===== src/rtl/frame_dump_if.sv =====
// SRAM read port and outbound byte stream used by the framebuffer dumper.
// The master side is the dumper; the slave side is the SRAM mux and byte sink.
interface frame_dump_if;
  logic [17:0] address;
  logic        ram_read;
  logic [15:0] data_read;
  logic        ram_ready;
  logic        clk_en;
  logic [7:0]  out_data;
  logic        out_valid;
  logic        out_ready;

  modport master (
    output address, ram_read, out_data, out_valid,
    input  data_read, ram_ready, clk_en, out_ready
  );

  modport slave (
    input  address, ram_read, out_data, out_valid,
    output data_read, ram_ready, clk_en, out_ready
  );
endinterface


===== src/rtl/frame_dump.sv =====
// Streams a 1 bpp framebuffer out of SRAM as bytes (high byte first) during SRAM grant windows.
// Optional macro FRAME_DUMP_CHECKSUM_EN appends a 16-bit word sum (high byte first) after the frame.
//
// state   | meaning
// IDLE    | waiting for start
// REQ     | holding the word address, waiting for the SRAM grant
// WAIT    | read issued, waiting for ram_ready
// SEND_HI | presenting word[15:8]
// SEND_LO | presenting word[7:0]
// SUM_HI  | presenting sum[15:8] (checksum build only)
// SUM_LO  | presenting sum[7:0] (checksum build only)
// FINISH  | done pulse, back to IDLE
module frame_dump #(
  parameter logic [17:0] BASE_ADDR   = 18'd0,
  parameter int          FRAME_WORDS = 19200
) (
  input  logic         clk,
  input  logic         reset,
  input  logic         start,
  frame_dump_if.master bus,
  output logic         busy,
  output logic         done
);

  localparam int CNT_W = (FRAME_WORDS > 1) ? $clog2(FRAME_WORDS) : 1;
  localparam logic [CNT_W-1:0] LAST_CNT = CNT_W'(FRAME_WORDS - 1);

  typedef enum logic [2:0] {
    IDLE,
    REQ,
    WAIT,
    SEND_HI,
    SEND_LO,
`ifdef FRAME_DUMP_CHECKSUM_EN
    SUM_HI,
    SUM_LO,
`endif
    FINISH
  } state_t;

  state_t           state_q, state_d;
  logic [CNT_W-1:0] word_cnt_q;
  logic [15:0]      word_q;
  logic             ram_read_q, ram_read_d;
  logic             load, capture, advance;

  always_ff @(posedge clk) begin
    if (reset) state_q <= IDLE;
    else       state_q <= state_d;
  end

  always_comb begin
    state_d    = state_q;
    ram_read_d = 1'b0;
    load       = 1'b0;
    capture    = 1'b0;
    advance    = 1'b0;
    case (state_q)
      IDLE, FINISH: begin
        if (start) begin
          load    = 1'b1;
          state_d = REQ;
        end else begin
          state_d = IDLE;
        end
      end
      REQ: begin
        if (bus.clk_en) begin
          ram_read_d = 1'b1;
          state_d    = WAIT;
        end
      end
      WAIT: begin
        // Returned data is taken even if the grant drops in the same cycle.
        if (bus.ram_ready) begin
          capture = 1'b1;
          state_d = SEND_HI;
        end else if (!bus.clk_en) begin
          state_d = REQ;
        end else begin
          ram_read_d = 1'b1;
        end
      end
      SEND_HI: begin
        if (bus.out_ready) state_d = SEND_LO;
      end
      SEND_LO: begin
        if (bus.out_ready) begin
          if (word_cnt_q == LAST_CNT) begin
`ifdef FRAME_DUMP_CHECKSUM_EN
            state_d = SUM_HI;
`else
            state_d = FINISH;
`endif
          end else begin
            advance = 1'b1;
            state_d = REQ;
          end
        end
      end
`ifdef FRAME_DUMP_CHECKSUM_EN
      SUM_HI: begin
        if (bus.out_ready) state_d = SUM_LO;
      end
      SUM_LO: begin
        if (bus.out_ready) state_d = FINISH;
      end
`endif
      default: state_d = IDLE;
    endcase
  end

  always_ff @(posedge clk) begin
    if (reset) begin
      word_cnt_q <= '0;
      word_q     <= '0;
      ram_read_q <= 1'b0;
    end else begin
      ram_read_q <= ram_read_d;
      if (load)         word_cnt_q <= '0;
      else if (advance) word_cnt_q <= word_cnt_q + CNT_W'(1);
      if (capture)      word_q     <= bus.data_read;
    end
  end

`ifdef FRAME_DUMP_CHECKSUM_EN
  logic [15:0] sum_q;

  always_ff @(posedge clk) begin
    if (reset)        sum_q <= '0;
    else if (load)    sum_q <= '0;
    else if (capture) sum_q <= sum_q + bus.data_read;
  end
`endif

  assign bus.address  = BASE_ADDR + 18'(word_cnt_q);
  assign bus.ram_read = ram_read_q;

  always_comb begin
    bus.out_valid = 1'b0;
    bus.out_data  = 8'h00;
    case (state_q)
      SEND_HI: begin
        bus.out_valid = 1'b1;
        bus.out_data  = word_q[15:8];
      end
      SEND_LO: begin
        bus.out_valid = 1'b1;
        bus.out_data  = word_q[7:0];
      end
`ifdef FRAME_DUMP_CHECKSUM_EN
      SUM_HI: begin
        bus.out_valid = 1'b1;
        bus.out_data  = sum_q[15:8];
      end
      SUM_LO: begin
        bus.out_valid = 1'b1;
        bus.out_data  = sum_q[7:0];
      end
`endif
      default: begin
        bus.out_valid = 1'b0;
        bus.out_data  = 8'h00;
      end
    endcase
  end

  assign busy = (state_q != IDLE) && (state_q != FINISH);
  assign done = (state_q == FINISH);

endmodule

===== src/flat_wrapper.sv =====
// flat-port wrapper written by rule: the top's interface ports become plain ports
module frame_dump_flat 
#(
  parameter logic [17:0] BASE_ADDR   = 18'd0,
  parameter int          FRAME_WORDS = 19200
)
  (clk, reset, start, busy, done, bus_address, bus_ram_read, bus_out_data, bus_out_valid, bus_data_read, bus_ram_ready, bus_clk_en, bus_out_ready);
  frame_dump_if bus_i ();
  input  logic clk;
  input  logic reset;
  input  logic start;
  output logic busy;
  output logic done;
  output wire logic [$bits(bus_i.address)-1:0] bus_address;
  output wire logic [$bits(bus_i.ram_read)-1:0] bus_ram_read;
  output wire logic [$bits(bus_i.out_data)-1:0] bus_out_data;
  output wire logic [$bits(bus_i.out_valid)-1:0] bus_out_valid;
  input wire logic [$bits(bus_i.data_read)-1:0] bus_data_read;
  input wire logic [$bits(bus_i.ram_ready)-1:0] bus_ram_ready;
  input wire logic [$bits(bus_i.clk_en)-1:0] bus_clk_en;
  input wire logic [$bits(bus_i.out_ready)-1:0] bus_out_ready;
  assign bus_address = bus_i.address;
  assign bus_ram_read = bus_i.ram_read;
  assign bus_out_data = bus_i.out_data;
  assign bus_out_valid = bus_i.out_valid;
  assign bus_i.data_read = bus_data_read;
  assign bus_i.ram_ready = bus_ram_ready;
  assign bus_i.clk_en = bus_clk_en;
  assign bus_i.out_ready = bus_out_ready;
  frame_dump #(.BASE_ADDR(BASE_ADDR), .FRAME_WORDS(FRAME_WORDS)) u_core (.clk(clk), .reset(reset), .start(start), .bus(bus_i), .busy(busy), .done(done));
endmodule

===== config.mk =====
export PLATFORM = sky130hd
export DESIGN_NAME = frame_dump_flat
export DESIGN_NICKNAME = d
export VERILOG_FILES = /design/src/rtl/frame_dump_if.sv /design/src/rtl/frame_dump.sv /design/src/flat_wrapper.sv
export SDC_FILE = /design/constraint.sdc
export NUM_CORES = 1
export LEC_CHECK = 0
export ABC_AREA = 0
export CAP_MARGIN = 10
export CELL_PAD_IN_SITES_DETAIL_PLACEMENT = 2
export CELL_PAD_IN_SITES_GLOBAL_PLACEMENT = 2
export CORE_MARGIN = 2
export CORE_UTILIZATION = 28
export DETAILED_ROUTE_END_ITERATION = 8
export PLACE_DENSITY = 0.95
export SYNTH_ARGS = -nofsm -noshare
export SYNTH_HDL_FRONTEND = slang
export SYNTH_SLANG_ARGS = --single-unit

===== constraint.sdc =====
create_clock -name clk -period 4.3 [get_ports clk]
set_input_delay 0.645 -clock clk [delete_from_list [all_inputs] [get_ports clk]]
set_output_delay 0.645 -clock clk [all_outputs]
set_load 0.02 [all_outputs]

==> results by group <==
Die
  • Initial core utilization: 0.285
  • Number of I/O pins: 52
  • # rows: 29
  • Total core area: roughly 0.0063 sq mm
  • Die area: ~0.007 sq mm
  • Chip width: around 84 microns
  • Die Y: approximately 84 microns

Logic synthesis
  • Seq cells post-synth: 35
  • Synth Instances: around 220
  • Synth Flop Type: dfxtp_1
  • Ys Warns: 0
  • Mux cell area share after synthesis: 0.0168
  • Post-Synth XOR/XNOR Area: 0.00489
  • EDFF count, synth: 0
  • Synth Area in Simple Gates: 0.290
  • Post-Synth Adder-Cell Area: 0.00699
  • Synth Area in Compound Gates: 0.222
  • Asr flop ratio synth: 0
  • Syn Area/Cell: between 8 and 9 sq um
  • Largest family of logic cells by synthesized area: simple AND/OR/NAND/NOR gates
  • Post-synthesis sequential area ratio: 0.391
  • Yosys cell types: 43
  • Area of the mapped netlist: roughly 0.0018 sq mm

Layout
  • Area Overhead vs Synth: 32.8%
  • Ant diodes: 0
  • Final instance area: 0.00238 sq mm
  • Most frequent cells in the layout: clkdlybuf4s50_1, nand2_1, dfxtp_1, a21oi_1, o31ai_1
  • Multi-input gate area in the final layout: around 1000 sq um
  • Final #Nets: approximately 290
  • Filler Cell Count: 708
  • Most common cell after layout, fill and taps aside: clkdlybuf4s50_1
  • Fraction of layout cells with a size suffix above 1: 0.0604
  • Non-filler cells, final: between 300 and 400
  • Register area: 701 sq um

Route
  • First drt pass iteration count: 4
  • Routed length per instance: roughly 17 microns
  • DRC Markers: 0
  • Vias per cell: 5.34
  • Final Routed Wirelength: a little under 6000 microns
  • Vias: 1825
  • Post-DRT Antenna Nets: 0
  • Initial DRC count: slightly below 60

Worst setup path
  • End point of the critical path: bus_out_data[6]
  • CP max FO: 14
  • Crit Path Class: register to primary output
  • FF-to-FF setup slack: about 1.9 ns
  • Worst setup startpoint: u_core.state_q[0]
  • CP endpoint kind: primary output
  • Startpoint types: register
  • Worst R2R Start: u_core.state_q[2]
  • Worst R2R End: u_core.word_cnt_q[14]
  • Data arrival time of the worst path: 2.44 ns
  • Worst R2R Path Depth: 5
  • Critical Path RT: roughly 3.7 ns

Timing
  • Worst Tran Pin Value: around 0.98 ns
  • Clk_skew: 0.00574 ns
  • Final Max Tran Viols: 0
  • Setup TNS: 0 ns
  • RSZ-0062 raised after global routing: no
  • Final Hold Fails: 0
  • Setup violations, final: 0
  • Period utilization: 0.717
  • Post-layout min period: 3.08 ns
  • F_max: between 0.3 and 0.4 GHz
  • Hold_ws: 0.463 ns
  • Rel. slew slack: 0.340
  • Setup slack after layout: around 1.2 ns

Pwr
  • Leak pwr: between 0.7 and 0.8 nW
  • Power density cells: around 270 mW/mm^2
  • VDD IR max: approximately 0.00013 V

Placed design
  • Detailed placer's ending HPWL: a little over 4000 microns
  • Inst Count DP: around 340
  • Placed inst area: 0.00229 sq mm
  • Port bufs: 48
  • Routability-driven placement congestion ratio: roughly 0.76
  • Placement Setup Slack: between 1 and 1.5 ns

GRT
  • Initial antenna violation count: 0
  • Grt total ovfl: 0
  • Vias in the first global route: ~2000
  • GRT Util Overall: 0.174
  • First-pass GRT wire length: ~9900 microns
  • Largest net degree at the start of global routing: 21

Outcome
  • Status: complete, no violations

Clocking
  • # clock sinks: 35
  • Clk pin slew, worst setup/hold paths: roughly 0.070 ns
  • Post-CTS setup buffers: 0
  • Clk_lat worst skew: around 0.29 ns
  • CTS tree: yes
  • Post-CTS sizing: 0
  • H-tree levels: 2
  • # hold bufs at CTS: 0
  • Root Buffer Master: clkbuf_8
  • Deepest clock path buffer count: 2
  • CTS Buf Count: 5

Run
  • Maxcap violations: 0

Worst hold path
  • HP Class: register to register
-- state kept, by name, summed over array words and instances (netlist names) --
| register | count |
|---|---|
| u_core.state_q | 3 |
| u_core.word_cnt_q | 15 |
| u_core.word_q | 16 |
| u_core.bus.ram_read | 1 |
-- worst max-delay path, stage by stage, from the launching register on --
cell and delay (ns):
dfxtp_1 0.61, nand2_1 0.09, nor2_1 0.58, a22o_1 0.26
clkdlybuf4s50_1 0.60
-- synth_stat cells (all sizes together), types with 2 or more instances --
| library cell | n | area share |
|---|---|---|
| a21oi | 32 | 0.089 |
| a22o | 8 | 0.039 |
| and3 | 5 | 0.017 |
| and4 | 4 | 0.021 |
| buf | 8 | 0.037 |
| clkbuf | 9 | 0.019 |
| dfxtp | 35 | 0.39 |
| inv | 5 | 0.010 |
| mux2i | 3 | 0.017 |
| nand2 | 44 | 0.092 |
| nand2b | 4 | 0.014 |
| nand3 | 6 | 0.017 |
| nand4 | 2 | 0.010 |
| nor2 | 6 | 0.013 |
| nor3 | 4 | 0.011 |
| nor3b | 2 | 0.0084 |
| nor4b | 2 | 0.013 |
| o21ai | 7 | 0.020 |
| o31ai | 9 | 0.038 |
| or2 | 2 | 0.0070 |
| or3 | 3 | 0.010 |
| or4 | 8 | 0.034 |
| or4b | 2 | 0.011 |
-- logic make-up (layout without fill, tap and decap cells) --
kind of cell	after synthesis	count (layout)
flops	35	35
mux	3	3
simple gates	96	96
compound gates	64	64
xor+xnor	1	1
other cells	1	3
fa+ha+maj	1	1
buf+inv	22	62
-- cell type report --
| cell class | count | area share |
|---|---|---|
| multi-input cells | 168 | 0.412 |
| inverters | 5 | 0.00789 |
| well taps | 77 | 0.0405 |
| repair buffers | 50 | 0.208 |
| clock buffers | 6 | 0.0347 |
| clock inverters | 1 | 0.00211 |
| flip-flops and latches | 35 | 0.295 |
-- metrics by stage --
step | utilization | total power [W]
floorplan | - | 0.000376
global placement | 0.365 | 0.000406
detailed placement | 0.365 | 0.000410
CTS | 0.379 | 0.000661
global route | 0.379 | 0.000678
finish | 0.379 | 0.000647
-- power breakdown --
group	switching (W)	internal (W)
sequential	0.00000774	0.000329
clock	0.000120	0.000126
combinational	0.0000334	0.0000313
total	0.000162	0.000486
-- worst min path at each step --
stage / from / to / slack, ns / depth (start not counted)
after floorplan: u_core.word_q[0] / u_core.word_q[0] / 0.44 / 2
after global placement: u_core.word_q[9] / u_core.word_q[9] / 0.45 / 2
after detailed placement: u_core.word_q[2] / u_core.word_q[2] / 0.46 / 2
after CTS: u_core.word_q[1] / u_core.word_q[1] / 0.47 / 2
after global routing: u_core.word_q[8] / u_core.word_q[8] / 0.49 / 2
final: u_core.word_q[1] / u_core.word_q[1] / 0.46 / 2
-- layer usage --
| metal | vias up | GRT usage | part of all wire | routed length, microns |
|---|---|---|---|---|
| met5 | - | 0 | 0 | 0 |
| met4 | 0 | 0.0440 | 0.010 | 60 |
| met3 | 7 | 0.0445 | 0.045 | 258 |
| met2 | 42 | 0.323 | 0.51 | 2960 |
| met1 | 895 | 0.197 | 0.43 | 2490 |
| li1 | 881 | - | - | - |
No activity file was read; power rests on OpenSTA's default activity.
